### config.mk
export PLATFORM = sky130hd
export DESIGN_NAME = led_mode_ctrl
export DESIGN_NICKNAME = d
export VERILOG_FILES = /design/src/rtl/led_mode_ctrl.sv
export SDC_FILE = /design/constraint.sdc
export NUM_CORES = 1
export LEC_CHECK = 0
export CAP_MARGIN = 30
export CELL_PAD_IN_SITES_DETAIL_PLACEMENT = 1
export CELL_PAD_IN_SITES_GLOBAL_PLACEMENT = 2
export CORE_UTILIZATION = 44
export CTS_CLUSTER_DIAMETER = 40
export DETAILED_ROUTE_END_ITERATION = 10
export GPL_TIMING_DRIVEN = 0
export PLACE_DENSITY_LB_ADDON = 0.1
export SLEW_MARGIN = 40
export SYNTH_ARGS = -nofsm -noshare
export SYNTH_HDL_FRONTEND = slang
export SYNTH_SLANG_ARGS = --single-unit
### constraint.sdc
create_clock -name clk -period 2.8 [get_ports clk]
set_clock_uncertainty 0.05 [all_clocks]
set_input_delay 0.56 -clock clk [delete_from_list [all_inputs] [get_ports clk]]
set_output_delay 0.56 -clock clk [all_outputs]
set_load 0.02 [all_outputs]
### src/rtl/led_mode_ctrl.sv
// Mode controller for the 8-LED pattern generator. It debounces two active-low
// keys and steps the 2-bit pattern mode, either by hand or on a fixed auto period.
module led_mode_ctrl #(
  parameter int DEBOUNCE_CYC = 240_000,
  parameter int AUTO_PERIOD  = 48_000_000
) (
  input  logic       clk,
  input  logic       rst_n,
  input  logic       key_next_n,
  input  logic       key_auto_n,
  output logic [1:0] ctrl,
  output logic       auto_on,
  output logic       mode_chg
);

  localparam int DB_W = (DEBOUNCE_CYC > 1) ? $clog2(DEBOUNCE_CYC) : 1;
  localparam int AT_W = (AUTO_PERIOD > 1) ? $clog2(AUTO_PERIOD) : 1;
  localparam logic [DB_W-1:0] DB_LAST = DB_W'(DEBOUNCE_CYC - 1);
  localparam logic [AT_W-1:0] AT_LAST = AT_W'(AUTO_PERIOD - 1);

  localparam int K_NEXT = 0;
  localparam int K_AUTO = 1;

  logic [1:0] key_raw_n;
  logic [1:0] press_evt;

  assign key_raw_n = {key_auto_n, key_next_n};

  // Per key: 2-FF synchroniser, stability counter, accepted level, press edge.
  for (genvar gi = 0; gi < 2; gi++) begin : g_key
    logic            sync1_q, sync1_d;
    logic            sync2_q, sync2_d;
    logic            stable_q, stable_d;
    logic [DB_W-1:0] cnt_q, cnt_d;
    logic            press_q, press_d;

    always_comb begin
      sync1_d  = key_raw_n[gi];
      sync2_d  = sync1_q;
      stable_d = stable_q;
      cnt_d    = cnt_q;
      if (sync2_q == stable_q) begin
        cnt_d = '0;
      end else if (cnt_q == DB_LAST) begin
        stable_d = sync2_q;
        cnt_d    = '0;
      end else begin
        cnt_d = cnt_q + DB_W'(1);
      end
      press_d = stable_q & ~stable_d;
    end

    always_ff @(posedge clk or negedge rst_n) begin
      if (!rst_n) begin
        sync1_q  <= 1'b1;
        sync2_q  <= 1'b1;
        stable_q <= 1'b1;
        cnt_q    <= '0;
        press_q  <= 1'b0;
      end else begin
        sync1_q  <= sync1_d;
        sync2_q  <= sync2_d;
        stable_q <= stable_d;
        cnt_q    <= cnt_d;
        press_q  <= press_d;
      end
    end

    assign press_evt[gi] = press_q;
  end

  typedef enum logic {
    MANUAL = 1'b0,
    AUTO   = 1'b1
  } state_e;

  state_e          state_q, state_d;
  logic [AT_W-1:0] timer_q, timer_d;
  logic [1:0]      ctrl_q, ctrl_d;
  logic            mode_chg_q, mode_chg_d;
  logic            step;

  // All step sources merge into one step so coincident events advance by one.
  always_comb begin
    state_d = state_q;
    timer_d = timer_q;
    step    = press_evt[K_NEXT];
    if (state_q == AUTO && timer_q == AT_LAST) begin
      step = 1'b1;
    end
    ctrl_d     = step ? ctrl_q + 2'd1 : ctrl_q;
    mode_chg_d = step;
    case (state_q)
      MANUAL: begin
        timer_d = '0;
        if (press_evt[K_AUTO]) begin
          state_d = AUTO;
        end
      end
      AUTO: begin
        if (press_evt[K_AUTO]) begin
          state_d = MANUAL;
          timer_d = '0;
        end else if (step) begin
          timer_d = '0;
        end else begin
          timer_d = timer_q + AT_W'(1);
        end
      end
      default: begin
        state_d = MANUAL;
        timer_d = '0;
      end
    endcase
  end

  always_ff @(posedge clk or negedge rst_n) begin
    if (!rst_n) begin
      state_q    <= MANUAL;
      timer_q    <= '0;
      ctrl_q     <= 2'd0;
      mode_chg_q <= 1'b0;
    end else begin
      state_q    <= state_d;
      timer_q    <= timer_d;
      ctrl_q     <= ctrl_d;
      mode_chg_q <= mode_chg_d;
    end
  end

  assign ctrl     = ctrl_q;
  assign auto_on  = (state_q == AUTO);
  assign mode_chg = mode_chg_q;

endmodule

==> impl_metrics.py, run 1 <==
metrics = {
    "outcome": {
        "outcome": "completed",
    },
    "yosys": {
        "ys.flop_type": "dfrtp_1",
        "seq_area_frac_synth": 0.5137,
        "synth_compound_area_frac": 0.08503,
        "avgSynthCellArea_um2": 9.944,
        "synthArstFlopShare": 1.000,
        "synth-simple-area-share": 0.2738,
        "synthXorXnorAreaFrac": 0.08953,
        "synth_cells": 364,
        "synthAdderAreaFrac": 0.01037,
        "synthDistinctLibCells": 38,
        "syn-num-nets": 371,
        "synth_edf_count": 0,
        "synth_top_family_by_area": "simple AND/OR/NAND/NOR gates",
        "netlist_area_um2": 3620,
        "synthMuxAreaShare": 0.006222,
        "ys_ff_latch": 74,
        "yosys_warnings": 0,
    },
    "placement": {
        "hpwl_um": 5643,
        "post-place-ws_ns": 0.5268,
        "place_congestion": 0.7693,
        "numPortBuffers": 7,
    },
    "sta": {
        "hold_violations": 0,
        "worst_slew_pin_slew_ns": 0.4673,
        "rsz0062_at_grt": "false",
        "period_share": 0.8217,
        "fin_ws_ns": 0.4993,
        "maxSlewHeadroom": 0.6885,
        "final-setup-viol-count": 0,
        "fin_crit_ns": 2.301,
        "max_freq_mhz": 434.7,
        "slew_viol_final": 0,
    },
    "clocking": {
        "cts_buffers": 9,
        "clk_pin_slew_worst_paths_ns": 0.08,
        "cts_setup_buffers": 0,
        "clkSinkCount": 74,
        "cts_resized": 0,
        "cts_root_buf": "clkbuf_8",
        "clk-insertion-delay-late_ns": 0.35,
        "holdBufCountCts": 0,
        "tritoncts": "built",
        "h-tree-depth": 3,
        "clockBufferDepth": 2,
    },
    "power": {
        "p_leak_nw": 1.534,
        "fin_total_pwr_mw": 1.907,
        "power.density_nw_per_um2": 474.9,
        "vdd_drop_max_v": 0.0003061,
    },
    "global_routing": {
        "grt_first_pass_wirelength_um": 14590,
        "grt_pass1_vias": 3008,
        "grt_max_degree": 42,
        "track_usage": 0.2177,
        "antenna_found_initial": 0,
        "grt_overflow": 0,
    },
    "finish": {
        "area_growth_pct": 10.92,
        "diodes": 0,
        "drive_gt1_frac": 0.1057,
        "final_core_util": 0.5116,
        "final_nets": 390,
    },
    "route": {
        "avgViaCountPerCell": 5.763,
        "drt-initial-drc-count": 62,
        "dr.pass1.iters": 4,
        "wirelength_um": 8193,
        "antenna_left": 0,
        "vias": 2824,
        "remaining_drc_errors": 0,
        "wl_per_cell_um": 16.72,
    },
    "worst_setup_path": {
        "r2r_end": "g_key[1].cnt_q[7]",
        "crit_path_end_kind": "register",
        "worst-r2r-setup-slack_ns": 0.50,
        "r2r_cells": 7,
        "cp-start-kind": "register",
        "critPathKind": "reg -> reg",
        "worstPathArrival_ns": 2.47,
        "crit_required_ns": 2.97,
        "rr_startpoint": "g_key[1].cnt_q[0]",
        "cp_max_fo": 10,
    },
    "floorplanning": {
        "core-area_um2": 7848,
        "chipHeight_um": 92.70,
        "num_rows": 32,
        "ios": 8,
        "dieArea_um2": 8593,
        "start_util": 0.4613,
        "die_w_um": 92.70,
    },
    "flow_run": {
        "max-cap-violations": 0,
    },
    "min_path": {
        "hp-class": "in -> async",
    },
}
[layout by cell type (no fill, tap or decap), types with 14 or more instances in the layout]
master and n:
xnor2_1 18, or3_1 14, dfrtp_1 68, nand2_1 22, nand3_1 19, xor2_1 19
nor2_1 42, a21oi_1 23, or4_1 14, nand4_1 22
[flip-flops by register name, summed over array words and instances (netlist names)]
name and cells:
g_key.stable_q 2, ctrl 2, timer_q 26, g_key.sync1_q 2, auto_on 1, mode_chg 1
g_key.sync2_q 2, g_key.press_q 2, g_key.cnt_q 36
[layout make-up]
cell class	instances	area, um2
plain buffers	10	47.55
clock buffers	9	123.9
clock inverters	7	52.55
fillers	911	3832
inverters	8	30.03
multi-input cells	272	1683
flip-flops and latches	74	1859
well taps	102	127.6
repair buffers	8	91.34
[critical path, stage by stage, from the launching register on]
cell and delay (ns):
dfrtp_1 0.37, ha_1 0.26, nand2_1 0.18, nor2_1 0.23, a31o_2 0.18, clkbuf_1 0.36
clkbuf_1 0.43, nor2_1 0.12
[cells by family (layout without fill, tap and decap cells)]
group | Yosys count | in the layout
AOI/OAI and AO/OA | 52 | 52
and+or+nand+nor | 178 | 178
adders and majority gates | 3 | 3
buffers and inverters | 18 | 42
xor gates and xnor gates | 37 | 37
muxes | 2 | 2
DFF | 74 | 74
[metrics by stage]
stage	cell area [um2]	TNS (ns)	hold WS, ns	instances
floorplan	3620	0	0.2144	364
global placement	3817	-105.24	0.2981	473
detailed placement	3839	0	0.3069	474
CTS	4015	0	0.03691	490
global route	4015	0	0.04595	490
finish	4015	0	0.03561	490
[synth_stat cells (5+ instances only)]
| cell | number | area [um2] |
|---|---|---|
| o31ai_1 | 11 | 82.58 |
| and4_1 | 5 | 43.79 |
| xnor2_1 | 18 | 157.7 |
| nand2_1 | 22 | 82.58 |
| xor2_1 | 19 | 166.4 |
| or4_1 | 14 | 105.1 |
| o21ai_0 | 12 | 60.06 |
| inv_1 | 8 | 30.03 |
| and3_1 | 8 | 50.05 |
| dfstp_2 | 6 | 157.7 |
| buf_2 | 8 | 40.04 |
| nor2_1 | 42 | 157.7 |
| or3_1 | 14 | 87.58 |
| nand3_1 | 19 | 95.09 |
| and2_1 | 5 | 31.28 |
| nor3_1 | 5 | 25.02 |
| a21oi_1 | 23 | 115.1 |
| nor4_1 | 7 | 43.79 |
| dfrtp_1 | 68 | 1702 |
| nand4_1 | 22 | 137.6 |
[how the worst max path moves through the flow]
stage	start	end	slack, ns	cells after the start
CTS	g_key[1].cnt_q[0]	g_key[1].cnt_q[9]	0.51	7
global placement	rst_n	timer_q[6]	-1.50	1
finish	g_key[1].cnt_q[0]	g_key[1].cnt_q[7]	0.50	7
detailed placement	g_key[1].cnt_q[0]	g_key[1].cnt_q[7]	0.53	7
global route	g_key[1].cnt_q[0]	g_key[1].cnt_q[9]	0.25	7
floorplan	auto_on	timer_q[10]	0.92	6
[routing by layer]
metal  share of wire  global-route usage
met3           0.023             0.04680
met4           0.015             0.06282
met1            0.49              0.2930
met2            0.48              0.3549
met5               0                   0
[report_power, final]
group | switching (mW) | leakage, nW | internal, mW
sequential | 0.00877 | 1.01 | 1.08
clock | 0.436 | 0.0783 | 0.326
combinational | 0.0393 | 0.447 | 0.0169
total | 0.484 | 1.53 | 1.42
No activity file was read; power rests on OpenSTA's default activity.
==> run 2, diff against run 1 <==
--- a/config.mk
+++ b/config.mk
@@ -8,7 +8,7 @@
 export CAP_MARGIN = 30
 export CELL_PAD_IN_SITES_DETAIL_PLACEMENT = 1
 export CELL_PAD_IN_SITES_GLOBAL_PLACEMENT = 2
-export CORE_UTILIZATION = 44
+export CORE_UTILIZATION = 40
 export CTS_CLUSTER_DIAMETER = 40
 export DETAILED_ROUTE_END_ITERATION = 10
 export GPL_TIMING_DRIVEN = 0
==> constraint.sdc (replaced) <==
create_clock -name clk -period 2.12 [get_ports clk]
set_clock_uncertainty 0.05 [all_clocks]
set_input_delay 0.424 -clock clk [delete_from_list [all_inputs] [get_ports clk]]
set_output_delay 0.424 -clock clk [all_outputs]
set_load 0.02 [all_outputs]
==> impl_metrics.py, run 2 (synthesized netlist as in run 1, its figures left out) <==
metrics = {
    "clocking": {
        "h-tree-depth": 3,
        "tritoncts": "built",
        "clkSinkCount": 74,
        "clk_pin_slew_worst_paths_ns": 0.08,
        "cts_buffers": 9,
        "clockBufferDepth": 2,
        "cts_root_buf": "clkbuf_8",
        "clk-insertion-delay-late_ns": 0.34,
    },
    "finish": {
        "mostFrequentLayoutCells": "dfrtp_1 (68), nor2_1 (42), a21oi_1 (23), nand2_1 (22), nand4_1 (22)",
        "layout_commonest_cell": "dfrtp_1",
        "diodes": 0,
        "fillers": 993,
        "largest_register": "g_key.cnt_q",
        "largest_reg_flops": 36,
        "drive_gt1_frac": 0.1131,
        "area_growth_pct": 13.03,
        "final_area_um2": 4091,
        "final_cells": 497,
        "final_core_util": 0.4692,
        "reg_top3": "g_key.cnt_q (36), timer_q (26)",
        "final_nets": 391,
    },
    "placement": {
        "hpwl_um": 5498,
        "dp.cells": 480,
        "numPortBuffers": 7,
        "place_congestion": 0.7649,
        "dpl-instance-area_um2": 3854,
    },
    "route": {
        "wl_per_cell_um": 15.93,
        "dr.pass1.iters": 4,
        "avgViaCountPerCell": 5.698,
        "antenna_left": 0,
        "vias": 2832,
        "remaining_drc_errors": 0,
        "drt-initial-drc-count": 123,
        "wirelength_um": 7916,
    },
    "sta": {
        "maxSlewHeadroom": 0.7394,
        "slew_viol_final": 0,
        "worst_slew_pin_slew_ns": 0.3854,
        "period_share": 0.9575,
        "hold_violations": 0,
        "final-setup-viol-count": 0,
        "rsz0062_at_grt": "false",
        "max_freq_mhz": 492.6,
        "fin_crit_ns": 2.030,
    },
    "worst_setup_path": {
        "worstPathArrival_ns": 2.19,
        "critPathKind": "reg -> reg",
        "r2r_cells": 6,
        "crit_required_ns": 2.28,
        "crit_path_end_kind": "register",
        "cp_max_fo": 10,
        "cp-start-kind": "register",
    },
    "min_path": {
        "holdPathStages": 0,
        "hp-class": "reg -> reg",
    },
    "floorplanning": {
        "num_rows": 34,
        "chipHeight_um": 97.13,
        "start_util": 0.4151,
        "ios": 8,
        "dieArea_um2": 9433,
        "core-area_um2": 8721,
        "die_w_um": 97.13,
    },
    "power": {
        "vdd_drop_max_v": 0.0003377,
        "power.density_nw_per_um2": 605.7,
        "p_leak_nw": 1.578,
        "fin_total_pwr_mw": 2.478,
    },
    "global_routing": {
        "grt_pass1_vias": 2942,
        "grt_first_pass_wirelength_um": 14150,
        "antenna_found_initial": 0,
        "grt_max_degree": 51,
        "track_usage": 0.1838,
        "grt_overflow": 0,
    },
    "outcome": {
        "outcome": "completed",
    },
    "flow_run": {
        "max-cap-violations": 0,
    },
}
## run 2: metrics by stage
stage               setup slack, ns  setup TNS (ns)  hold WS (ns)
CTS                        -0.02427         -0.1941        0.3112
finish                      0.09001               0        0.3097
floorplan                    0.2412               0       0.07841
detailed placement          -0.1888          -4.829        0.2581
global placement             -2.118         -155.71        0.3001
global route               0.001431               0        0.3141
## run 2: area by class of cell
cell class / count / area (um2) / area share
plain buffers: 9 / 57.56 / 0.01407
clock buffers: 13 / 148.9 / 0.03639
clock inverters: 3 / 17.52 / 0.004281
inverters: 8 / 30.03 / 0.007339
multi-input cells: 272 / 1727 / 0.4220
flip-flops and latches: 74 / 1859 / 0.4544
well taps: 108 / 135.1 / 0.03303
repair buffers: 10 / 116.4 / 0.02844
## run 2: worst paths after layout
path / from / end / slack (ns)
max: timer_q[24] / timer_q[19] / 0.09
min: g_key[0].sync1_q / g_key[0].sync2_q / 0.31
max reg2reg: timer_q[24] / timer_q[19] / 0.09
min reg2reg: g_key[0].sync1_q / g_key[0].sync2_q / 0.31
max in group asynchronous: rst_n / g_key[1].sync2_q / 0.97
min in group asynchronous: rst_n / timer_q[2] / 0.45
## run 2: power breakdown
group / total, mW / internal (mW) / switching [mW]
combinational: 0.0774 / 0.0254 / 0.0520
sequential: 1.44 / 1.43 / 0.0113
clock: 0.962 / 0.455 / 0.507
## run 2: routing by layer
metal,wire (um),GRT usage,up-vias
met4,104,0.06774,0
met1,3868,0.2464,1443
met2,3791,0.3001,21
met5,0,0,-
li1,-,-,1360
met3,151,0.03022,8
## run 2: repair_timing
| action | CTS | global route |
|---|---|---|
| setup endpoints to repair | 30 | 31 |
| hold buffers | 1 | 0 |
| pin swaps | 1 | 0 |
| buffers inserted | 1 | 0 |
| resized for setup | 4 | 11 |
| hold endpoints to repair | 24 | 0 |
## run 2: critical path: stages (launching register included)
cell	delay, ns
dfrtp_1	0.44
or4bb_1	0.56
nor4_4	0.28
a21o_1	0.15
buf_2	0.21
buf_6	0.17
a21oi_1	0.05
